--- src/rtl/lsu_pkg.sv ---
// ============================================================================
// Module      : lsu_pkg
// Description : Shared types, size codes and lane extract/merge helpers for
//               the load/store unit.
// Revision    : 1.0 - initial release
// ============================================================================
`default_nettype none

package lsu_pkg;

  typedef enum logic [1:0] {
    ST_IDLE = 2'd0,
    ST_RD   = 2'd1,
    ST_WR   = 2'd2,
    ST_DONE = 2'd3
  } state_t;

  localparam logic [1:0] SZ_B = 2'b00;
  localparam logic [1:0] SZ_H = 2'b01;
  localparam logic [1:0] SZ_W = 2'b10;

  // Little-endian lane select, zero- or sign-extended to 32 bits.
  function automatic logic [31:0] lane_extract(input logic [31:0] word,
                                               input logic [1:0]  off,
                                               input logic [1:0]  size,
                                               input logic        sign);
    logic [31:0] sh;
    logic [31:0] res;
    sh  = word >> {off, 3'b000};
    res = word;
    case (size)
      SZ_B: res = {{24{sign & sh[7]}}, sh[7:0]};
      SZ_H: begin
        sh  = word >> {off[1], 4'b0000};
        res = {{16{sign & sh[15]}}, sh[15:0]};
      end
      default: res = word;
    endcase
    return res;
  endfunction

  function automatic logic [31:0] lane_merge(input logic [31:0] word,
                                             input logic [1:0]  off,
                                             input logic [1:0]  size,
                                             input logic [31:0] data);
    logic [31:0] mask;
    logic [31:0] ins;
    case (size)
      SZ_B: begin
        mask = 32'h0000_00FF << {off, 3'b000};
        ins  = {24'd0, data[7:0]} << {off, 3'b000};
      end
      SZ_H: begin
        mask = 32'h0000_FFFF << {off[1], 4'b0000};
        ins  = {16'd0, data[15:0]} << {off[1], 4'b0000};
      end
      default: begin
        mask = 32'hFFFF_FFFF;
        ins  = data;
      end
    endcase
    return (word & ~mask) | ins;
  endfunction

endpackage

`default_nettype wire

--- src/rtl/lsu_lane.sv ---
// ============================================================================
// Module      : lsu_lane
// Description : Combinational lane unit: load extraction and store merge.
// Revision    : 1.0 - initial release
// ============================================================================
`default_nettype none

module lsu_lane
  import lsu_pkg::*;
(
  input  logic [31:0] i_word,
  input  logic [1:0]  i_off,
  input  logic [1:0]  i_size,
  input  logic        i_sign,
  input  logic [31:0] i_data,
  output logic [31:0] o_ext,
  output logic [31:0] o_merged
);

  assign o_ext    = lane_extract(i_word, i_off, i_size, i_sign);
  assign o_merged = lane_merge(i_word, i_off, i_size, i_data);

endmodule

`default_nettype wire

--- src/rtl/lsu_rmw.sv ---
// ============================================================================
// Module      : lsu_rmw
// Description : Load/store initiator with read-modify-write for sub-word
//               stores. Optional trace output under macro LSU_TRACE_EN.
// Revision    : 1.0 - initial release
// ============================================================================
`default_nettype none

module lsu_rmw
  import lsu_pkg::*;
#(
  parameter int AW = 11
) (
  input  logic          clk,
  input  logic          reset,
  input  logic          req,
  input  logic          req_we,
  input  logic [1:0]    req_size,
  input  logic          req_sign,
  input  logic [31:0]   req_addr,
  input  logic [31:0]   req_wdata,
  input  logic [31:0]   req_pc,
  output logic          busy,
  output logic          done,
  output logic [31:0]   rdata,
  output logic          addr_err,
  output logic          mem_we,
  output logic [AW-1:0] mem_addr,
  output logic [31:0]   mem_wdata,
  input  logic [31:0]   mem_rdata
);

  state_t        r_state;
  state_t        w_next;
  logic          r_we;
  logic [1:0]    r_size;
  logic          r_sign;
  logic          r_err;
  logic [AW+1:0] r_addr;
  logic [31:0]   r_wdata;
  logic [31:0]   r_merge;
  logic [31:0]   r_rdata;
  logic          w_err;
  logic          w_accept;
  logic [31:0]   w_ext;
  logic [31:0]   w_merged;

  assign w_err = (req_size == 2'b11)
               | ((req_size == SZ_H) & req_addr[0])
               | ((req_size == SZ_W) & (req_addr[1:0] != 2'b00))
               | (req_addr[31:AW+2] != '0);

  assign w_accept = (r_state == ST_IDLE) & req;

  lsu_lane u_lane (
    .i_word   (mem_rdata),
    .i_off    (r_addr[1:0]),
    .i_size   (r_size),
    .i_sign   (r_sign),
    .i_data   (r_wdata),
    .o_ext    (w_ext),
    .o_merged (w_merged)
  );

  always_ff @(posedge clk) begin
    if (reset) begin
      r_state <= ST_IDLE;
      r_we    <= 1'b0;
      r_size  <= SZ_B;
      r_sign  <= 1'b0;
      r_err   <= 1'b0;
      r_addr  <= '0;
      r_wdata <= '0;
      r_merge <= '0;
      r_rdata <= '0;
    end else begin
      r_state <= w_next;
      if (w_accept) begin
        r_we    <= req_we;
        r_size  <= req_size;
        r_sign  <= req_sign;
        r_err   <= w_err;
        r_addr  <= req_addr[AW+1:0];
        r_wdata <= req_wdata;
        if (w_err && !req_we) begin
          r_rdata <= '0;
        end
      end
      if (r_state == ST_RD) begin
        if (r_we) begin
          r_merge <= w_merged;
        end else begin
          r_rdata <= w_ext;
        end
      end
    end
  end

  always_comb begin
    w_next = r_state;
    case (r_state)
      ST_IDLE: begin
        if (req) begin
          if (w_err) begin
            w_next = ST_DONE;
          end else if (!req_we || (req_size != SZ_W)) begin
            w_next = ST_RD;
          end else begin
            w_next = ST_WR;
          end
        end
      end
      ST_RD:   w_next = r_we ? ST_WR : ST_DONE;
      ST_WR:   w_next = ST_DONE;
      ST_DONE: w_next = ST_IDLE;
      default: w_next = ST_IDLE;
    endcase
  end

  assign busy      = (r_state != ST_IDLE);
  assign done      = (r_state == ST_DONE);
  assign addr_err  = done & r_err;
  assign rdata     = r_rdata;
  // Gating by reset stops a write committing on the same edge that aborts an RMW.
  assign mem_we    = (r_state == ST_WR) & ~reset;
  assign mem_addr  = ((r_state == ST_RD) || (r_state == ST_WR)) ? r_addr[AW+1:2] : '0;
  assign mem_wdata = (r_state == ST_WR) ? ((r_size == SZ_W) ? r_wdata : r_merge) : '0;

`ifdef LSU_TRACE_EN
  logic [31:0] r_pc;

  always_ff @(posedge clk) begin
    if (reset) begin
      r_pc <= '0;
    end else begin
      if (w_accept) begin
        r_pc <= req_pc;
      end
      if (r_state == ST_WR) begin
        $display("@%h: *%h <= %h", r_pc, {mem_addr, 2'b00}, mem_wdata);
      end
      if (w_accept && w_err) begin
        $display("@%h: addr_err %h", req_pc, req_addr);
      end
    end
  end
`else
  logic w_unused;
  assign w_unused = ^req_pc;
`endif

endmodule

`default_nettype wire

--- config.mk ---
export PLATFORM = sky130hd
export DESIGN_NAME = lsu_rmw
export DESIGN_NICKNAME = d
export VERILOG_FILES = /design/src/rtl/lsu_pkg.sv /design/src/rtl/lsu_lane.sv /design/src/rtl/lsu_rmw.sv
export SDC_FILE = /design/constraint.sdc
export NUM_CORES = 1
export LEC_CHECK = 0
export BUFFER_PORTS_ARGS = -buffer_cell sky130_fd_sc_hd__buf_4
export CAP_MARGIN = 10
export CORE_MARGIN = 4
export CORE_UTILIZATION = 51
export DETAILED_ROUTE_END_ITERATION = 10
export PLACE_DENSITY = 0.84
export SLEW_MARGIN = 40
export SYNTH_ARGS = -nofsm -noshare
export SYNTH_HDL_FRONTEND = slang
export SYNTH_HIERARCHICAL = 1
export SYNTH_SLANG_ARGS = --single-unit
--- constraint.sdc ---
create_clock -name clk -period 2 [get_ports clk]
set_input_delay 0.4 -clock clk [delete_from_list [all_inputs] [get_ports clk]]
set_output_delay 0.4 -clock clk [all_outputs]
set_load 0.1 [all_outputs]
## After elaboration in Yosys (flattened, before gate mapping)

Index checks and enable logic that the tools add are counted.

| storage, ports and cells | value |
|---|---|
| register bits | 116 |
| input port bits | 135 |
| output and inout port bits | 79 |
| logic and storage cells | 64 |

| operators by class | value |
|---|---|
| equal/unequal tests | 10 |
| shift operators | 6 |
| multiplexer cells | 15 |
| bitwise operators | 14 |
| reduce and logical (&&, ||, !) cells | 10 |

Operators by type and width:

| operator | count |
|---|---|
| 32-bit 2-to-1 mux | 6 |
| 32-bit case mux with 2 select lines | 3 |
| 32-bit AND | 1 |
| 32-bit inverter | 1 |
| 32-bit OR | 1 |
| 16-bit by 5-bit << shifter with 32-bit output | 1 |
| 16-bit by 5-bit << shifter with 32-bit output, first input constant | 1 |
| 8-bit by 5-bit << shifter with 32-bit output | 1 |
| 8-bit by 5-bit << shifter with 32-bit output, first input constant | 1 |
| 32-bit by 5-bit right shift with 16-bit output | 1 |
| 32-bit by 5-bit right shift with 8-bit output | 1 |
| 19-bit nonzero test | 1 |
| 11-bit 2-to-1 mux | 1 |
| 2-bit equality test, second input constant | 5 |
| 2-bit case mux with 4 select lines | 1 |
| 1-bit AND | 7 |
| 2-bit by 1-bit equality test with 1-bit output, second input constant | 3 |
| 2-bit 2-to-1 mux | 3 |
| 2-bit zero test | 2 |
| 2-bit inequality test, second input constant | 2 |
| 2-bit nonzero test | 2 |
| 1-bit OR | 3 |
| 1-bit logical OR | 2 |
| 2-bit AND reduction | 1 |
| 4 further kinds | 4 |

## Logic depth before layout (Yosys ltp)

| logic depth | value |
|---|---|
| depth in word-level cells | 10 |
| depth in mapped cells | 8 |
| depth with buffers taken out | 6 |

## Cells and area by module

The synthesis kept the hierarchy.

By module, submodules not included:

| module | instances | cells an instance | area an instance (um^2) | sequential area each (um^2) |
|---|---|---|---|---|
| lsu_rmw | 1 | 654 | 4889.7 | 2322.2 |
| lsu_lane | 1 | 203 | 1592.8 | 0.0 |

## Worst setup path before layout

No wires, ideal clock.

| path | value |
|---|---|
| path kind | reg-to-output |
| from | register r_size[1] |
| to | output port mem_wdata[10] |
| arrival time | 3.322 ns |
| required time | 1.600 ns |
| path slack | -1.722 ns |
| stages on the path, launching flop included | 6 |
| path buffers | 2 |
| cell sequence | dfxtp_1 -> nor2b_1 -> clkbuf_1 -> clkbuf_1 -> nand2_1 -> a21boi_0 |

| on the way | value |
|---|---|
| longest elaborated chain between the ends | 3 |

RTL lines:

| element | line | source |
|---|---|---|
| from (decl) | lsu_rmw.sv:36 | `logic [1:0] r_size;` |
| from (signal assigned) | lsu_rmw.sv:80 | `r_size <= req_size;` |
| 2-bit equality test | lsu_rmw.sv:127 | `assign mem_wdata = (r_state == ST_WR) ? ((r_size == SZ_W) ? r_wdata : r_merge) : '0;` |
| 32-bit 2-to-1 mux (2 in a row) | lsu_rmw.sv:127 |  |
| to (decl) | lsu_rmw.sv:29 | `output logic [31:0] mem_wdata,` |

No other way between the ends.

## Worst setup path after layout

| path | value |
|---|---|
| from | register r_size[1] |
| to | output port mem_wdata[11] |

Same word-level chain as after synthesis.

==> impl_metrics.csv <==
group,metric,value,unit
pwr,ir_drop,0.000951,V
timing,worst_pin_slew,0.695,ns
worst_setup_path,critPathArrivalTime,1.76,ns
clocking,insertion_delay,0.42,ns
synth,synth_common_cells,"319 x nand2_1, 116 x dfxtp_1, 84 x a21oi_1",
placed_design,dp_hpwl,14900,µm
routing,antenna_left,0,
die,rows,40,
synth,synth_area_leader_cell,"dfxtp_1",
timing,finalCriticalPeriod,2.16,ns
finish,seqCellArea,2330,µm²
synth,netlist_instances,857,
pwr,p_seq_frac,0.262,
placed_design,place_congestion,0.938,
run_status,violations,"negative setup slack",
finish,syn2layout_area_growth,49.5,%
routing,via_per_inst,6.11,
synth,syn_nets,997,
placed_design,io_buffers,181,
synth,synthSimpleGateAreaFrac,0.261,
synth,ys_top_cells_by_area,"dfxtp_1 36%, nand2_1 18%, a21oi_1 6.5%, a21oi_2 4.1%, a21boi_0 3.7%",
routing,drc,0,
timing,max-slew-margin-rel,0.535,
clocking,root_buffer,"clkbuf_16",
timing,tns,-3.99,ns
synth,synthArstFlopShare,0,
global_routing,met2_usage,0.529,
global_routing,gr-usage-met1,0.406,
die,dieArea,14600,µm²
pwr,comb_power_share,0.466,
synth,synth_compound_area_frac,0.268,
timing,maxSlewViolCount,0,
die,core,12200,µm²
global_routing,gr-total-overflow,0,
synth,seq_area_frac_synth,0.358,
synth,synth_area_per_cell,7.56,µm²
placed_design,place_area,8270,µm²
timing,fin_ws,-0.157,ns
die,start_util,0.531,
synth,synth_top_area_frac,0.358,
worst_setup_path,crit_required,1.60,ns
worst_setup_path,worstPathMaxFanout,8,
clocking,cts_buffer_depth,2,
clocking,cts-htree-levels,4,
global_routing,grt_max_degree,77,
synth,ys_ff_latch,116,
synth,synth_top_family_by_area,"compound AO/OA/AOI/OAI gates",
pwr,p_per_area,1170,nW/µm²
synth,synth_most_common_cell,"nand2_1",
worst_setup_path,setup.worst_path.start_class,"flop",
routing,vias,7342,
clocking,tritoncts,"built",
synth,yosys_warnings,6,
run,cap_violations,0,
finish,multi_input_area,4190,µm²
worst_setup_path,critPathKind,"flop to output port",
global_routing,antenna_found_initial,0,
timing,rsz0062_at_grt,"yes",
clocking,numCtsBuffers,17,
pwr,power.net_switching,4.74,mW
synth,synth_fa_ha_area_frac,0.00965,
timing,whs,0.226,ns
global_routing,met3_usage,0.114,
routing,wl_per_cell,20.6,µm
die,die_w,121,µm
synth,synthMuxAreaShare,0.0342,
run_status,status,"complete, but fails checks",
finish,finalNonFillerCells,1202,
timing,fmax,0.464,GHz
synth,ys.flop_type,"dfxtp_1",
finish,fillCellCount,787,
clocking,clock_sinks,116,
global_routing,grt_pass1_wl,38400,µm
routing,drtIter0Drc,1262,
synth,synth_area,6480,µm²
global_routing,grt_pass1_vias,7339,
pwr,cellLeakagePower,3.56,nW
synth,synthDistinctLibCells,59,
timing,setup_viol,43,
finish,stdcell_area,9690,µm²
placed_design,placed_cells,1156,
finish,drive_gt1_frac,0.371,
placed_design,place_ws,0.0386,ns
synth,synth_enable_flop_cells,0,
die,ios,214,
global_routing,track_usage,0.335,
timing,skew,0.00891,ns
timing,hold_viol,0,
timing,min_period_over_period,1.08,
pwr,netSwitchingFraction,0.417,
global_routing,gr-max-usage-layer,"met2",
routing,drt-total-wl,24800,µm
clocking,hold_buffers,0,
worst_setup_path,end_kind,"output port",
worst_hold_path,hold_path_class,"input port to flop",
clocking,path_clk_slew,0.06,ns
synth,synth_xor_xnor_area_share,0,
finish,antennaDiodeCount,0,
die,die_h,121,µm
finish,finalNetCount,1161,
pwr,p_clk_frac,0.272,
pwr,p_int,6.63,mW
routing,dr.pass1.iters,8,
-- final timing paths --
path | slack, ns | cells after the start | from | to
worst min-delay path | 0.23 | 3 | req_wdata[18] | r_wdata[18]
worst min register to register | 0.46 | 2 | r_addr[8] | r_addr[8]
worst max-delay path | -0.16 | 6 | r_size[1] | mem_wdata[11]
worst max register to register | 0.05 | 6 | r_size[1] | r_merge[8]
-- flip-flops by register name, indices dropped and copies added, names as in the netlist --
| register | flops |
|---|---|
| r_merge | 32 |
| r_wdata | 32 |
| rdata | 32 |
| r_addr | 13 |
| r_size | 2 |
| r_state | 2 |
| r_err | 1 |
| r_sign | 1 |
| r_we | 1 |
-- worst max-delay path: stages (launching register included) --
cell      delay [ns]
dfxtp_4         0.38
nor2b_4         0.18
buf_6           0.14
buf_12          0.14
nand2_1         0.11
a21boi_4        0.20
buf_12          0.19
-- metrics by stage --
step           power [mW]   util
2_1_floorplan        6.40      -
3_3_place_gp         7.34  0.677
3_5_place_dp         7.39  0.677
4_1_cts              11.1  0.789
5_1_grt              11.8  0.794
6_report             11.4  0.794
-- cells in the final DEF, fill, tap and decap left out, drive strengths merged, types with 9 or more instances in the layout --
cell    count
a21boi     32
a21oi     115
a221o      23
and2       31
buf       216
clkbuf     23
dfxtp     116
mux2        9
mux2i       9
nand2     320
nor2       28
o211ai     10
o22ai      16
-- power groups by stage --
stage,registers (mW),clock network (mW),logic [mW]
final,2.98,3.09,5.30
after global routing,3.00,3.22,5.55
after CTS,2.93,3.09,5.11
after floorplan,3.44,0,2.96
after detailed placement,2.96,0,4.43
after global placement,2.95,0,4.39
-- metal layers --
layer	part of all wire	routed length [µm]
met1	0.36	9010
met3	0.13	3160
met2	0.45	11200
met4	0.056	1400
met5	0	0
-- layout make-up --
| type | instances | share of cell area |
|---|---|---|
| inverters | 8 | 0.00387 |
| multi-input cells | 661 | 0.432 |
| repair buffers | 217 | 0.240 |
| well taps | 168 | 0.0217 |
| flip-flops and latches | 116 | 0.240 |
| clock buffers | 22 | 0.0479 |
| clock inverters | 10 | 0.0134 |
-- timing repair --
action,in CTS,in global routing
pin swaps,12,11
gates resized for setup,163,14
setup buffers,8,3
gates cloned,3,1
endpoints found under the setup margin,44,67
-- kinds of logic (layout without fill, tap and decap cells) --
group | after synthesis | in the layout
compound gates | 233 | 233
fa+ha+maj | 5 | 5
buf+inv | 80 | 257
flops | 116 | 116
mux | 19 | 19
simple gates | 404 | 404
Power figures use the tool's default switching activity.
